<file path="src/rtl/seg_scan_driver.sv">
// seg_scan_driver: time-multiplexed N-digit seven-segment scan driver.
// Each digit stays lit for SCAN_DIV clocks. New values are taken from the CPU
// at any time but only reach the display at a frame boundary, so a frame is
// never torn. Also handles per-digit decimal points, a live blank mask and
// leading-zero suppression. Output word: {anode[N-1:0], dp, g,f,e,d,c,b,a}.
module seg_scan_driver #(
    parameter int NUM_DIGITS       = 4,
    parameter int SCAN_DIV         = 10000,
    parameter bit ANODE_ACTIVE_LOW = 1'b1,
    parameter bit SEG_ACTIVE_LOW   = 1'b1
) (
    input  logic                    clk,
    input  logic                    reset,
    input  logic [4*NUM_DIGITS-1:0] value,
    input  logic                    load,
    input  logic [NUM_DIGITS-1:0]   dp,
    input  logic [NUM_DIGITS-1:0]   blank_mask,
    input  logic                    lz_en,
    output logic [NUM_DIGITS+7:0]   digi,
    output logic                    frame_done
);

    localparam int CNT_W = (SCAN_DIV > 1) ? $clog2(SCAN_DIV) : 1;
    localparam int IDX_W = (NUM_DIGITS > 1) ? $clog2(NUM_DIGITS) : 1;

    localparam logic [CNT_W-1:0] CNT_LAST = CNT_W'(SCAN_DIV - 1);
    localparam logic [IDX_W-1:0] IDX_LAST = IDX_W'(NUM_DIGITS - 1);

    // XOR masks that turn active-high "on" patterns into pin levels; they are
    // also the all-dark pin pattern.
    localparam logic [NUM_DIGITS-1:0] ANODE_OFF = {NUM_DIGITS{ANODE_ACTIVE_LOW}};
    localparam logic [7:0]            SEG_OFF   = {8{SEG_ACTIVE_LOW}};

    // Hex nibble to active-high gfedcba pattern.
    function automatic logic [6:0] hex_to_seg(input logic [3:0] nib);
        logic [6:0] s;
        s = 7'h00;
        case (nib)
            4'h0: s = 7'h3F;
            4'h1: s = 7'h06;
            4'h2: s = 7'h5B;
            4'h3: s = 7'h4F;
            4'h4: s = 7'h66;
            4'h5: s = 7'h6D;
            4'h6: s = 7'h7D;
            4'h7: s = 7'h07;
            4'h8: s = 7'h7F;
            4'h9: s = 7'h6F;
            4'hA: s = 7'h77;
            4'hB: s = 7'h7C;
            4'hC: s = 7'h39;
            4'hD: s = 7'h5E;
            4'hE: s = 7'h79;
            4'hF: s = 7'h71;
        endcase
        return s;
    endfunction

    // Scan position
    logic [CNT_W-1:0] cnt;
    logic [IDX_W-1:0] idx;
    logic             tick;
    logic             wrap;

    // Displayed frame and the staged update waiting for the next frame
    logic [4*NUM_DIGITS-1:0] disp_value;
    logic [NUM_DIGITS-1:0]   disp_dp;
    logic                    disp_lz;
    logic [4*NUM_DIGITS-1:0] pend_value;
    logic [NUM_DIGITS-1:0]   pend_dp;
    logic                    pend_lz;
    logic                    pend_flag;

    // Combinational decode of the current digit (feeds the output register)
    logic [NUM_DIGITS-1:0] sel_p0;
    logic [NUM_DIGITS-1:0] lead_dark_p0;
    logic [NUM_DIGITS-1:0] anode_p0;
    logic [3:0]            nib_p0;
    logic                  dp_p0;
    logic                  dark_p0;
    logic                  lz_run_p0;
    logic [7:0]            seg_p0;

    assign tick = (cnt == CNT_LAST);
    assign wrap = tick && (idx == IDX_LAST);

    // Prescaler and digit index; index advances once per SCAN_DIV clocks.
    always_ff @(posedge clk or negedge reset) begin
        if (!reset) begin
            cnt <= '0;
            idx <= '0;
        end else if (tick) begin
            cnt <= '0;
            idx <= (idx == IDX_LAST) ? '0 : idx + 1'b1;
        end else begin
            cnt <= cnt + 1'b1;
        end
    end

    // Value staging: loads park in the pending copy, which is promoted to the
    // display only on the frame wrap. A load landing on the wrap itself goes
    // straight to the display and discards any older pending copy.
    always_ff @(posedge clk or negedge reset) begin
        if (!reset) begin
            disp_value <= '0;
            disp_dp    <= '0;
            disp_lz    <= 1'b0;
            pend_value <= '0;
            pend_dp    <= '0;
            pend_lz    <= 1'b0;
            pend_flag  <= 1'b0;
        end else if (load && wrap) begin
            disp_value <= value;
            disp_dp    <= dp;
            disp_lz    <= lz_en;
            pend_flag  <= 1'b0;
        end else if (load) begin
            pend_value <= value;
            pend_dp    <= dp;
            pend_lz    <= lz_en;
            pend_flag  <= 1'b1;
        end else if (wrap && pend_flag) begin
            disp_value <= pend_value;
            disp_dp    <= pend_dp;
            disp_lz    <= pend_lz;
            pend_flag  <= 1'b0;
        end
    end

    // Stage p0: select the current digit, work out whether it is dark and
    // build the active-high anode/segment pattern.
    always_comb begin
        sel_p0       = '0;
        lead_dark_p0 = '0;
        nib_p0       = 4'h0;
        dp_p0        = 1'b0;
        lz_run_p0    = disp_lz;

        // Walk from the most significant digit down; a digit is a leading
        // zero while every nibble seen so far (itself included) is zero.
        // Digit 0 always stays visible so a zero value still shows "0".
        for (int i = NUM_DIGITS - 1; i >= 0; i--) begin
            lz_run_p0 = lz_run_p0 && (disp_value[4*i +: 4] == 4'h0);
            if (i != 0) begin
                lead_dark_p0[i] = lz_run_p0;
            end
        end

        for (int i = 0; i < NUM_DIGITS; i++) begin
            if (idx == IDX_W'(i)) begin
                sel_p0[i] = 1'b1;
                nib_p0    = disp_value[4*i +: 4];
                dp_p0     = disp_dp[i];
            end
        end

        dark_p0  = |(sel_p0 & (blank_mask | lead_dark_p0));
        anode_p0 = dark_p0 ? '0 : sel_p0;
        seg_p0   = dark_p0 ? 8'h00 : {dp_p0, hex_to_seg(nib_p0)};
    end

    // Stage p1: registered pin levels and the frame-start pulse.
    always_ff @(posedge clk or negedge reset) begin
        if (!reset) begin
            digi       <= {ANODE_OFF, SEG_OFF};
            frame_done <= 1'b0;
        end else begin
            digi       <= {anode_p0 ^ ANODE_OFF, seg_p0 ^ SEG_OFF};
            frame_done <= wrap;
        end
    end

endmodule
</file>
<file path="config.mk">
export PLATFORM = sky130hd
export DESIGN_NAME = seg_scan_driver
export DESIGN_NICKNAME = d
export VERILOG_FILES = /design/src/rtl/seg_scan_driver.sv
export SDC_FILE = /design/constraint.sdc
export NUM_CORES = 1
export LEC_CHECK = 0
export CORE_MARGIN = 4
export CORE_UTILIZATION = 44
export DETAILED_ROUTE_END_ITERATION = 7
export GPL_TIMING_DRIVEN = 0
export PLACE_DENSITY_LB_ADDON = 0.15
export SYNTH_ARGS = -nofsm -noshare
export SYNTH_HDL_FRONTEND = slang
export SYNTH_SLANG_ARGS = --single-unit
export TNS_END_PERCENT = 50
</file>
<file path="constraint.sdc">
create_clock -name clk -period 2.1 [get_ports clk]
set_input_delay 0.42 -clock clk [delete_from_list [all_inputs] [get_ports clk]]
set_output_delay 0.42 -clock clk [all_outputs]
set_load 0.02 [all_outputs]
</file>
* Yosys cells after proc, flatten, opt, wreduce, memory -nomap -nowiden *
Memories as Yosys holds them, arrays and structs flattened.
Cells that the tools add are included.

word-level totals
  output and inout bits = 13
  memories = 1
  register bits after elaboration = 72
  ROM bits = 112

cells by class
  add/subtract/negate cells = 2
  multiplexer cells = 28
  reduce and logical (&&, ||, !) cells = 15
  bitwise logic cells = 5
  equal/unequal tests = 5

memories
  memory           depth  bits a word  read ports  clocked after Yosys merged registers in  wr ports  line  text
  (no name shown)  16     7            1           0                                        0         38    case (nib)

operator list
  cell                                                  count
  2-to-1 mux 16 bit                                     3
  2-to-1 mux 4 bit                                      8
  adder 14 x 1 -> 14 bit (second input constant)        1
  equality test 14 bit (second input constant)          1
  2-to-1 mux 1 bit                                      14
  2-to-1 mux 14 bit                                     1
  zero test 4 bit                                       3
  2-to-1 mux 8 bit                                      1
  inverter 8 bit                                        1
  logical AND 1 bit                                     6
  AND 4 bit                                             1
  equality test 2 bit (second input constant)           2
  inverter 4 bit                                        1
  bitwise OR 4 bit                                      1
  AND reduction 2 bit                                   2
  OR reduction 4 bit                                    1
  nonzero test 3 bit                                    1
  adder 2 x 1 -> 2 bit (second input constant)          1
  equality test 2 x 1 -> 1 bit (second input constant)  1
  zero test 2 bit                                       1
  2-to-1 mux 2 bit                                      1
  != test 2 x 1 -> 1 bit (second input constant)        1
  nonzero test 2 bit                                    1
  inverter 1 bit                                        1

* Logic depth before layout (Yosys ltp) *
Gate-level depths: netlist (run 1).

  depth in word-level cells = 9
  gate-level depth with buffers = 11
  mapped depth without buffers = 10

* Worst setup path after synthesis (run 1) *
OpenSTA, ideal clock, no wires.

  kind = reg-to-reg
  start point = reg idx[0]
  end point = reg digi[5]
  setup time = 0.112 ns
  buffers on the path = 2
  cell stages (with the launch flop) = 11
  data arrival time = 2.170 ns
  period minus slack after synthesis = 2.282 ns
  slack = -0.182 ns
  cell sequence = dfrtp_1 ha_1 clkbuf_1 clkbuf_1 a21oi_1 a22oi_1 inv_1 ha_1 mux2_2 nand2_1 o311ai_0

between the ends
  longest elaborated chain between the ends = 8
  elaborated cells on any way between the ends = 17
  classes of those cells = 3 x eq/ne; 9 x mux; 2 x bitwise; 2 x reduce/logical; 1 x memory

ends and longest elaborated chain
  element                        line  text
  start: declaration             61    logic [IDX_W-1:0] idx;
  start signal: assignment       94    idx <= (idx == IDX_LAST) ? '0 : idx + 1'b1;
  zero test 2 bit                150   if (idx == IDX_W'(i)) begin
  2-to-1 mux 4 bit (4 in a row)  150
  memory (16 x 7 bit)            n/a
  2-to-1 mux 8 bit *             159   seg_p0 = dark_p0 ? 8'h00 : {dp_p0, hex_to_seg(nib_p0)};
  inverter 8 bit (no line) *     n/a
  end signal: assignment         165   digi <= {ANODE_OFF, SEG_OFF};
  end signal: assignment         168   digi <= {anode_p0 ^ ANODE_OFF, seg_p0 ^ SEG_OFF};
  end: declaration               19    output logic [NUM_DIGITS+7:0] digi,

Every way passes the cells marked *; elsewhere a longest branch is shown, timed or not.
A chain may end at the register's enable or synchronous reset.

* Final worst setup path (run 1) *
  start point = reg cnt[4]
  end point = reg pend_value[6]

between the ends
  longest elaborated chain between the ends = 5

ends and longest elaborated chain
  element                        line  text
  start: declaration             60    logic [CNT_W-1:0] cnt;
  start signal: assignment       96    cnt <= cnt + 1'b1;
  equality test 14 bit           84    assign tick = (cnt == CNT_LAST);
  logical AND 1 bit              85    assign wrap = tick && (idx == IDX_LAST);
  net wrap                       63    logic wrap;
  logical AND 1 bit              112   end else if (load && wrap) begin
  inverter 1 bit (no line)       n/a
  AND reduction 2 bit (no line)  n/a
  end signal: assignment         118   pend_value <= value;
  end: declaration               69    logic [4*NUM_DIGITS-1:0] pend_value;

The timed path passes the listed nets, and every way through them passes these cells.

==> run_results.csv, run 1 <==
group,metric,value,unit
logic_synthesis,synth_edf_count,0,
logic_synthesis,yosys.cell_count.top_type,"dfrtp_1",
floorplan,die_h,95.5,µm
timing,period_needed,2260,ps
worst_setup_path,crit_arrival,2490,ps
clock_network,cts_tree,"built",
worst_setup_path,crit_chain,"or4b_4 -> nor4_4 -> and2_4 -> or2b_4 -> clkbuf_16 -> mux2_4",
logic_synthesis,synth_area_leader_cell,"dfrtp_1",
final_layout,diodes,0,
global_route,overflow,0,
floorplan,dieArea,9130,µm²
final_layout,fillers,558,
final_layout,seq_area,1820,µm²
floorplan,start_util,0.460,
clock_network,cts_hold_buf,0,
detailed_routing,wl,7980,µm
detailed_routing,vias,2609,
global_route,grt_use_total,0.174,
detailed_routing,wl_per_cell,16.3,µm
timing,skew,13.7,ps
logic_synthesis,synth_cells,310,
worst_setup_path,crit_type,"register to register",
logic_synthesis,syn_area,3370,µm²
detailed_routing,drc,0,
min_path,hp-class,"primary input to async pin",
floorplan,boundaryPins,41,
worst_setup_path,cpPeakStageDelay,530,ps
worst_setup_path,cp_slowest_cell,"or4b_4",
timing,setup_violations,38,
flow_run,maxCapViolCount,0,
place,dp_slack,-347,ps
logic_synthesis,ys_async_sr_fraction,1.00,
run_status,status,"finished, violations left",
clock_network,root_buffer,"clkbuf_8",
logic_synthesis,synth_fp_nets,349,
clock_network,insertion_delay,350,ps
clock_network,cts-buffers-inserted,9,
final_layout,utilization,0.652,
floorplan,rows,31,
logic_synthesis,synth-seq-area-share,0.539,
clock_network,cts_num_sinks,72,
final_layout,multi_input_area,1750,µm²
final_layout,area_growth,41.7,%
timing,max-slew-margin-rel,0.412,
place,dp.final_hpwl,4690,µm
floorplan,die_w,95.5,µm
worst_setup_path,critical_path.max_fanout,5,
logic_synthesis,yosys_register_bits,72,
clock_network,clk_path_buf_depth,2,
timing,hold_viol_final,0,
global_route,grt_max_degree,73,
place,place_congestion,0.846,
timing,worstMarginPinSlew,882,ps
power,ir_worst_vdd,529,µV
logic_synthesis,synth_commonest_cells,"60 x dfrtp_1, 40 x nand2_1, 22 x o22ai_1",
timing,fin_crit_sh,1.08,
power,p_per_area,579,nW/µm²
logic_synthesis,synth_warnings,0,
worst_setup_path,critPathCaptureType,"register",
detailed_routing,drtPass1Iterations,4,
final_layout,fin_nets,426,
power,power.leakage,0.00207,µW
timing,grt_setup_unrepaired,"true",
worst_setup_path,cp_num_buf_inv,1,
floorplan,design.core.area,7330,µm²
detailed_routing,postRouteAntennaNets,0,
timing,setup_ws,-163,ps
worst_setup_path,start_kind,"register",
logic_synthesis,ys_types,44,
place,port_buffers,40,
timing,fmax,442,MHz
worst_setup_path,critPathRequiredTime,2330,ps
worst_setup_path,cp_top_family,"simple AND/OR/NAND/NOR gates",
detailed_routing,via_per_inst,5.32,
logic_synthesis,synthFlopType,"dfrtp_1",
logic_synthesis,syn_area_per_cell,10.9,µm²
final_layout,final_layout_size_suffix_gt1_frac,0.345,
logic_synthesis,yosysTopAreaCellShare,0.445,
logic_synthesis,yosys-top-cells-area,"dfrtp_1 45%, dfstp_2 9.4%, mux2_1 6.7%, nand2_1 4.5%, ha_1 4.1%",
clock_network,path_clk_slew,80,ps
clock_network,htree_levels,3,
global_route,grt_antenna_before_repair,0,
detailed_routing,first_iter_violations,85,
timing,final_max_slew_viol_count,0,
run_status,violations,"negative setup slack",
global_route,grt_pass1_vias,2533,
global_route,grt_pass1_wl,12200,µm
report_power, final:
group	internal (µW)	switching (µW)
registers	1440	23.1
clock network	537	504
logic	156	107
logic make-up after synthesis:
kind of cell / synth area share
fa+ha+maj: 0.0408
buf+inv: 0.0353
simple gates: 0.140
xor+xnor: 0.0338
flops: 0.539
compound gates: 0.134
mux: 0.0768
area by class of cell:
class / count / share of cell area
tap: 99 / 0.0259
clock inverter: 6 / 0.0128
inverter: 9 / 0.00812
timing repair buffer: 68 / 0.141
sequential: 72 / 0.381
multi-input combinational: 211 / 0.366
buffer: 16 / 0.0390
clock buffer: 9 / 0.0259
per-layer routing:
layer	up-vias	global-route usage	share of wire
li1	1256	-	-
met1	1283	0.234	0.44
met2	57	0.276	0.49
met3	13	0.0418	0.046
met4	0	0.0569	0.017
met5	-	0	0
placed cells by master (no fill, tap or decap), types with 4 or more instances in the layout:
| master | instances |
|---|---|
| clkdlybuf4s50_1 | 39 |
| nor2_1 | 12 |
| buf_8 | 7 |
| nand3_1 | 4 |
| xnor2_1 | 5 |
| clkbuf_8 | 9 |
| and3_1 | 7 |
| mux2_4 | 21 |
| ha_4 | 7 |
| nand3b_1 | 4 |
| inv_1 | 5 |
| o22ai_1 | 20 |
| dfstp_2 | 12 |
| xor2_1 | 8 |
| nand2_1 | 37 |
| buf_4 | 21 |
| o21ai_1 | 22 |
| nor2b_1 | 5 |
| buf_6 | 7 |
| dfrtp_1 | 57 |
registers in the layout, indices dropped and copies added (netlist names):
signal and cells:
disp_value 16, pend_value 16, cnt 14, digi 12, disp_dp 4, pend_dp 4, idx 2, disp_lz 1
frame_done 1, pend_flag 1, pend_lz 1
worst paths after layout:
kind | startpoint | end | slack (ps) | depth (start not counted)
worst max-delay path | cnt[4] | pend_value[6] | -160 | 6
min in group clk | cnt[0] | cnt[0] | 470 | 1
worst max register to register | cnt[4] | pend_value[6] | -160 | 6
max in group asynchronous | reset | idx[1] | 1290 | 1
worst min register to register | cnt[0] | cnt[0] | 470 | 1
worst min-delay path | reset | cnt[6] | 180 | 1
metrics by stage:
stage	cell area [µm²]	hold slack (ps)	power (µW)	std cells	TNS, ps
5_1_grt	4780	247	2880	490	-7260
3_3_place_gp	3920	436	1680	449	-128900
4_1_cts	4430	215	2770	476	-2840
6_report	4780	182	2770	490	-3220
2_1_floorplan	3400	124	1570	310	-1150
3_5_place_dp	3920	450	1690	449	-11040
worst reg2reg max path: stages, from the launching register on:
cell       delay [ps]
dfrtp_1           410
or4b_4            530
nor4_4            330
and2_4            210
or2b_4            200
clkbuf_16         180
mux2_4            290
what timing repair did:
action,in CTS,in global routing
endpoints found under the setup margin,54,53
resized for setup,66,71
setup buffers,12,11
cloned,2,3
pin swaps,9,14
Note: power is estimated with default switching activity, not from simulation.
==> run 2, diff against run 1 <==
CORE_MARGIN = unset   (was 4)
SKIP_LAST_GASP = 1   (was unset)
==> run_results.csv, run 2 (synthesis gave the netlist of run 1 again) <==
group,metric,value,unit
clock_network,clk_path_buf_depth,2,
global_route,grt_max_degree,73,
clock_network,path_clk_slew,80,ps
floorplan,dieArea,8010,µm²
power,ir_worst_vdd,394,µV
final_layout,utilization,0.652,
detailed_routing,first_iter_violations,97,
floorplan,start_util,0.460,
clock_network,root_buffer,"clkbuf_8",
detailed_routing,wl,7690,µm
detailed_routing,drc,0,
global_route,grt_antenna_before_repair,0,
clock_network,cts-buffers-inserted,9,
timing,fmax,441,MHz
place,port_buffers,40,
place,dp.final_hpwl,4690,µm
clock_network,htree_levels,3,
timing,skew,15.8,ps
place,dp_slack,-336,ps
detailed_routing,vias,2573,
floorplan,die_h,89.5,µm
timing,setup-tns-final,-3830,ps
detailed_routing,postRouteAntennaNets,0,
floorplan,rows,31,
place,place_congestion,0.782,
timing,period_needed,2270,ps
final_layout,final_cells,487,
run_status,status,"finished, violations left",
final_layout,fin_nets,422,
global_route,overflow,0,
timing,hold_viol_final,0,
clock_network,insertion_delay,340,ps
worst_setup_path,critPathRequiredTime,2320,ps
run_status,violations,"negative setup slack",
timing,fin_crit_sh,1.08,
floorplan,die_w,89.5,µm
min_path,hp-class,"primary input to async pin",
global_route,grt_use_total,0.207,
global_route,grt_pass1_vias,2578,
worst_setup_path,critPathCaptureType,"register",
place,placed_area,3920,µm²
detailed_routing,via_per_inst,5.28,
worst_setup_path,crit_arrival,2490,ps
final_layout,mostFrequentLayoutCell,"dfrtp_1",
floorplan,design.core.area,7330,µm²
detailed_routing,drtPass1Iterations,4,
final_layout,final_cell_mix,"58 x dfrtp_1, 39 x nand2_1, 39 x clkdlybuf4s50_1, 23 x o21ai_1, 21 x mux2_4",
power,power.leakage,0.00206,µW
timing,setup_ws,-166,ps
final_layout,top_regs,"disp_value: 16 flops, pend_value: 16 flops, cnt: 14 flops",
power,p_per_area,618,nW/µm²
timing,grt_setup_unrepaired,"true",
flow_run,maxCapViolCount,0,
final_layout,diodes,0,
clock_network,cts_num_sinks,72,
worst_setup_path,crit_type,"register to register",
place,dp.cells,449,
floorplan,boundaryPins,41,
clock_network,cts_hold_buf,0,
detailed_routing,wl_per_cell,15.8,µm
worst_setup_path,critical_path.max_fanout,5,
final_layout,fin_area,4780,µm²
final_layout,final_layout_size_suffix_gt1_frac,0.332,
clock_network,cts_tree,"built",
timing,max-slew-margin-rel,0.420,
timing,setup_violations,54,
timing,worstMarginPinSlew,870,ps
worst_setup_path,start_kind,"register",
final_layout,area_growth,41.8,%
global_route,grt_pass1_wl,12400,µm
timing,final_max_slew_viol_count,0,
==> run 2: layer usage <==
metal / vias to the layer above / wire (µm) / global-route usage
met4: 0 / 145 / 0.0938
li1: 1250 / - / -
met3: 12 / 221 / 0.0323
met1: 1257 / 3580 / 0.285
met2: 54 / 3740 / 0.325
met5: - / 0 / 0
==> run 2: metrics by stage <==
step           hold slack (ps)  power (µW)
2_1_floorplan              124        1570
3_3_place_gp               442        1680
3_5_place_dp               452        1690
4_1_cts                    228        2960
5_1_grt                    266        3040
6_report                   181        2950
==> run 2: where the power goes <==
| part | switching (µW) | internal (µW) |
|---|---|---|
| sequential | 28.4 | 1440 |
| clock | 508 | 695 |
| combinational | 114 | 169 |
==> run 2: what timing repair did <==
item / CTS / global route
endpoints found under the setup margin: 54 / 58
gates cloned: 2 / 3
setup buffers: 14 / 6
pin swaps: 13 / 14
resized for setup: 63 / 64
==> run 2: worst paths after layout <==
path / slack, ps / from / to / cells after the start
hold / removal: 180 / reset / cnt[6] / 1
hold reg to reg: 460 / cnt[0] / cnt[0] / 1
setup reg to reg: -170 / cnt[5] / pend_lz / 7
max in group asynchronous: 1290 / reset / idx[0] / 1
min in group clk: 460 / cnt[0] / cnt[0] / 1
setup / recovery: -170 / cnt[5] / pend_lz / 7
==> run 2: worst max-delay path, cell delays in order, from the launching register on <==
cell     delay (ps)
dfrtp_2         440
or4b_4          500
nor4_4          300
and2_4          200
or2b_4          170
buf_12          130
buf_16          120
mux2_4          290
==> run 2: final cells by class <==
cell class	instances	area, µm²
fill	586	2550
timing repair buffer	64	658
multi-input combinational	211	1750
tap	99	124
buffer	16	173
clock inverter	6	82.6
inverter	9	36.3
clock buffer	10	138
sequential	72	1820
==> variant 1 (settings of run 2) <==
The parameter `SCAN_DIV` goes from 10000 to 2500.
--- a/src/rtl/seg_scan_driver.sv
+++ b/src/rtl/seg_scan_driver.sv
@@ -5,7 +5,7 @@
 // leading-zero suppression. Output word: {anode[N-1:0], dp, g,f,e,d,c,b,a}.
 module seg_scan_driver #(
     parameter int NUM_DIGITS       = 4,
-    parameter int SCAN_DIV         = 10000,
+    parameter int SCAN_DIV         = 2500,
     parameter bit ANODE_ACTIVE_LOW = 1'b1,
     parameter bit SEG_ACTIVE_LOW   = 1'b1
 ) (
Check against the original RTL: no difference found for any inputs over 10 cycles, from zero or initial values and one cycle with reset low; that may be too few to reach the edited logic, so the function may still have changed.
==> variant 1 against run 2 <==
- power is 5.8% lower
- design area shrank 8.0%
- setup slack improved by 180 ps
- routed wire length fell by 11%
- area after synthesis is 0.59% lower
- sequential cell count fell by 2
- worst hold slack got worse by 0.95 ps
- clock power shrank 7%
- critical endpoint is now digi[6]
==> variant 1: results (changes against run 2) <==
- DR WL met3: 275 microns (was 221 microns)
- Outcome: finished clean (was finished with violations)
- Worst reg2reg path startpoint: idx[0] (was cnt[5])
- Slew @ Worst Pin: 862 ps (was 870 ps)
- Net Sw Frac: 22.7% (was 22.0%)
- Initial drt markers: 102 (was 97)
- Synth Area in Compound Gates: 13.5% (was 13.4%)
- # resized after CTS: 32 (was 63)
- First-pass GRT wire length: 11800 microns (was 12400 microns)
- Yosys cell types: 42 (was 44)
- Met3 usage: 5.26% (was 3.23%)
- Worst R2R End: digi[6] (was pend_lz)
- Vias in the first global route: 2447 (was 2578)
- HPWL after DPL: 4580 microns (was 4690 microns)
- Sequential area share after synthesis: 52.7% (was 53.9%)
- R2r worst-path depth: 9 (was 7)
- Worst EP arrival: 2340 ps (was 2490 ps)
- Synth cell count leaders: dfrtp_1 (58), nand2_1 (41), o22ai_1 (22) (was dfrtp_1 (60), nand2_1 (40), o22ai_1 (22))
- WL met2: 3240 microns (was 3740 microns)
- Placer congestion estimate: 0.801 (was 0.782)
- Peak VDD IR: 0.000366 V (was 0.000394 V)
- Ranking of synthesized cells by area: dfrtp_1 (43%), dfstp_2 (9.4%), mux2_4 (9.0%) (was dfrtp_1 (45%), dfstp_2 (9.4%), mux2_1 (6.7%))
- Nets@finish: 404 (was 422)
- Adder-Cell Fraction of Synth Area: 4.11% (was 4.08%)
- Clock skew: 8.27 ps (was 15.8 ps)
- Worst Hold Slack: 180 ps (was 181 ps)
- Met2 Usage GRT: 30.8% (was 32.5%)
- Leak: 0.00185 uW (was 0.00206 uW)
- Grt met1 use: 26.8% (was 28.5%)
- Largest net degree at the start of global routing: 71 (was 73)
- Mux cell area share after synthesis: 9.97% (was 7.68%)
- Share of layout cells above drive strength 1: 29.5% (was 33.2%)
- Crit Path Max Fanout: 10 (was 5)
- Post-Synth XOR/XNOR Area: 2.88% (was 3.38%)
==> variant 1: worst max-delay path, cell delays in order, from the launching register on <==
cell	delay, ps
dfrtp_2	460
ha_2	260
clkbuf_8	190
and2_0	170
nor2_4	220
inv_4	90
ha_4	180
mux2_2	250
nand2_1	70
o311ai_1	100
==> variant 1: stage by stage <==
| stage | TNS (ps) | setup slack (ps) | cells | total power [uW] | util (%) |
|---|---|---|---|---|---|
| finish | 0 | 15.2 | 469 | 2780 | 60.3 |
| global route | -1640 | -116 | 469 | 2900 | 60.3 |
| CTS | -678 | -36.4 | 467 | 2820 | 59.0 |
| detailed placement | -8690 | -347 | 442 | 1690 | 53.4 |
| global placement | -117710 | -1730 | 442 | 1680 | 53.4 |
| floorplan | 0 | 10.9 | 303 | 1570 | - |
==> variant 1: cell type report <==
type	count	area [sq um]
Multi-Input combinational cell	207	1620
Buffer	16	133
Clock buffer	11	151
Sequential cell	70	1770
Fill cell	653	2900
Tap cell	99	124
Clock inverter	5	57.6
Inverter	8	37.5
Timing Repair Buffer	53	499
==> variant 1: power by group through the flow <==
stage	Clock (uW)	Combinational, uW	Sequential [uW]
after CTS	1160	241	1420
final	1120	238	1420
after global routing	1210	258	1430
after floorplan	0	115	1450
after global placement	0	237	1450
after detailed placement	0	238	1450
==> variant 1: worst max path at each step <==
stage | start | endpoint | slack (ps) | cells past startpoint
2_1_floorplan | idx[0] | digi[5] | 10 | 10
3_3_place_gp | reset | pend_value[10] | -1730 | 1
3_5_place_dp | idx[0] | digi[2] | -350 | 8
4_1_cts | idx[1] | digi[3] | -40 | 11
5_1_grt | idx[0] | digi[4] | -120 | 10
6_report | idx[0] | digi[6] | 20 | 9
==> variant 2 (config.mk and constraints of run 2) <==
Without the edit above. Register the inputs `value`, `load`, `dp`, `blank_mask` and `lz_en` before use, without a reset. The logic sees them one clock later.
--- a/src/rtl/seg_scan_driver.sv
+++ b/src/rtl/seg_scan_driver.sv
@@ -30,6 +30,20 @@
     // also the all-dark pin pattern.
     localparam logic [NUM_DIGITS-1:0] ANODE_OFF = {NUM_DIGITS{ANODE_ACTIVE_LOW}};
     localparam logic [7:0]            SEG_OFF   = {8{SEG_ACTIVE_LOW}};
+
+    logic [4*NUM_DIGITS-1:0] value_q;
+    logic load_q;
+    logic [NUM_DIGITS-1:0] dp_q;
+    logic [NUM_DIGITS-1:0] blank_mask_q;
+    logic lz_en_q;
+
+    always_ff @(posedge clk) begin
+        value_q      <= value;
+        load_q       <= load;
+        dp_q         <= dp;
+        blank_mask_q <= blank_mask;
+        lz_en_q      <= lz_en;
+    end
 
     // Hex nibble to active-high gfedcba pattern.
     function automatic logic [6:0] hex_to_seg(input logic [3:0] nib);
@@ -109,15 +123,15 @@
             pend_dp    <= '0;
             pend_lz    <= 1'b0;
             pend_flag  <= 1'b0;
-        end else if (load && wrap) begin
-            disp_value <= value;
-            disp_dp    <= dp;
-            disp_lz    <= lz_en;
+        end else if (load_q && wrap) begin
+            disp_value <= value_q;
+            disp_dp    <= dp_q;
+            disp_lz    <= lz_en_q;
             pend_flag  <= 1'b0;
-        end else if (load) begin
-            pend_value <= value;
-            pend_dp    <= dp;
-            pend_lz    <= lz_en;
+        end else if (load_q) begin
+            pend_value <= value_q;
+            pend_dp    <= dp_q;
+            pend_lz    <= lz_en_q;
             pend_flag  <= 1'b1;
         end else if (wrap && pend_flag) begin
             disp_value <= pend_value;
@@ -154,7 +168,7 @@
             end
         end
 
-        dark_p0  = |(sel_p0 & (blank_mask | lead_dark_p0));
+        dark_p0  = |(sel_p0 & (blank_mask_q | lead_dark_p0));
         anode_p0 = dark_p0 ? '0 : sel_p0;
         seg_p0   = dark_p0 ? 8'h00 : {dp_p0, hex_to_seg(nib_p0)};
     end
Behaviour: not the same (Yosys sat finds a counterexample within 4 cycles, from zero or initial values and one cycle with reset low).
==> variant 2 against run 2 <==
- the run still ends with setup timing left
- maximum frequency is 3.7% higher
- routed wire length up 3.9%
- area after synthesis increased by 16%
- clock skew fell by 3.4 ps
- worst hold slack better by 4.3 ps
- count of clock-buffer cells in the layout up 1
- design area is 8.9% higher
- critical path depth grew 2
- sequential cell count rose by 26
- power increased by 12%
- setup slack improved by 81 ps
- sequential power is 36% higher
- critical path type unchanged
- highest routed layer unchanged
==> variant 2: results (changes against run 2) <==
- N_diodes: 0 (unchanged)
- Post-Synth XOR/XNOR Area: 2.92% (was 3.38%)
- Asr flop ratio synth: 73.5% (was 100%)
- Sequential area share after synthesis: 60.0% (was 53.9%)
- Peak VDD IR: 0.000328 V (was 0.000394 V)
- Slew @ Worst Pin: 901 ps (was 870 ps)
- Core ar.: 8380 sq um (was 7330 sq um)
- Crit Path Max Fanout: 6 (was 5)
- Multi-input logic area: 1750 sq um (about the same)
- Highest cell delay on the worst timing path: 420 ps (was 500 ps)
- Clock-cell share: 3.27% (was 4.61%)
- Adder-Cell Fraction of Synth Area: 3.53% (was 4.08%)
- Setup_tns: -1430 ps (was -3830 ps)
- Outcome: finished with violations (unchanged)
- Placer congestion estimate: 0.823 (was 0.782)
- Share of layout cells above drive strength 1: 27.5% (was 33.2%)
- Layout fillers: 670 (was 586)
- Delay-heaviest family, CP: simple AND/OR/NAND/NOR gates (unchanged)
- Drt total wl: 7990 microns (was 7690 microns)
- Failing checks: setup timing (unchanged)
- First-pass GRT wire length: 12200 microns (was 12400 microns)
- Nets@finish: 452 (was 422)
- Grt met1 use: 23.3% (was 28.5%)
- Vias in the first global route: 2626 (was 2578)
- Yosys cell types: 46 (was 44)
- Leak: 0.00214 uW (was 0.00206 uW)
- Ranking of synthesized cells by area: dfrtp_1 (39%), dfxtp_1 (13%), dfstp_2 (8.1%) (was dfrtp_1 (45%), dfstp_2 (9.4%), mux2_1 (6.7%))
- P_seq: 2000 uW (was 1470 uW)
- P per Cell Area: 637 nW/um^2 (was 618 nW/um^2)
- Combinational power share: 7.0% (was 9.6%)
- Initial drt markers: 103 (was 97)
- Clk Tree Root Cell: clkbuf_8 (unchanged)
- Met1 wire length: 3640 microns (was 3580 microns)
- Nonclk buf count: 78 (was 80)
- Mux cell area share after synthesis: 6.65% (was 7.68%)
- NonClk Buf Share: 15.0% (was 17.4%)
- Met3 usage: 4.27% (was 3.23%)
- Synth Area in Compound Gates: 11.5% (was 13.4%)
- Setup-failing EPs final: 33 (was 54)
- HPWL after DPL: 4870 microns (was 4690 microns)
- Setup ws final: -85.4 ps (was -166 ps)
- # resized after CTS: 39 (was 63)
- WL met2: 4030 microns (was 3740 microns)
- Clock Buffer Count: 11 (was 10)
- Clk slew on worst S/H paths: 100 ps (was 80 ps)
- Worst EP arrival: 2460 ps (was 2490 ps)
- Total number of vias: 2711 (was 2573)
- Synth cell count leaders: dfrtp_1 (60), nand2_1 (45), dfxtp_1 (26) (was dfrtp_1 (60), nand2_1 (40), o22ai_1 (22))
- R2r worst-path depth: 9 (was 7)
- Syn. warnings: 0 (unchanged)
- Crit-path slowest cell: a211o_4 (was or4b_4)
- Seq cells: 98 (was 72)
- Inverters, non-clock: 8 (was 9)
- Worst-Skew Late Latency: 360 ps (was 340 ps)
- Total internal power: 2540 uW (was 2300 uW)
- Post-DP Area: 4440 sq um (was 3920 sq um)
- Multi-input gate count: 218 (was 211)
- Met2 Usage GRT: 28.7% (was 32.5%)
- Syn nets: 380 (was 349)
-- variant 2: changes by cell type after synthesis, sizes merged, moves of 3 or more --
cell / run 2 / this run
dfxtp: 0 / 26
and3: 8 / 3
nand2: 40 / 45
nor2: 13 / 17
nand3: 4 / 7
o21ai: 27 / 30
-- variant 2: worst paths after layout --
kind / start / endpoint / slack (ps)
min reg2reg: value_q[4] / pend_value[4] / 480
max in group asynchronous: reset / idx[0] / 1300
min: reset / pend_value[6] / 190
max: idx[1] / digi[0] / -90
min in group clk: value_q[4] / pend_value[4] / 480
max reg2reg: idx[1] / digi[0] / -90
-- variant 2: through the flow --
stage	hold WS (ps)	setup WS [ps]	std cells	utilization, %
global placement	454	-1830	486	52.9
floorplan	124	3.32	341	-
global route	255	-174	523	62.1
CTS	206	-214	515	57.8
detailed placement	464	-359	486	52.9
finish	185	-85.4	523	62.1
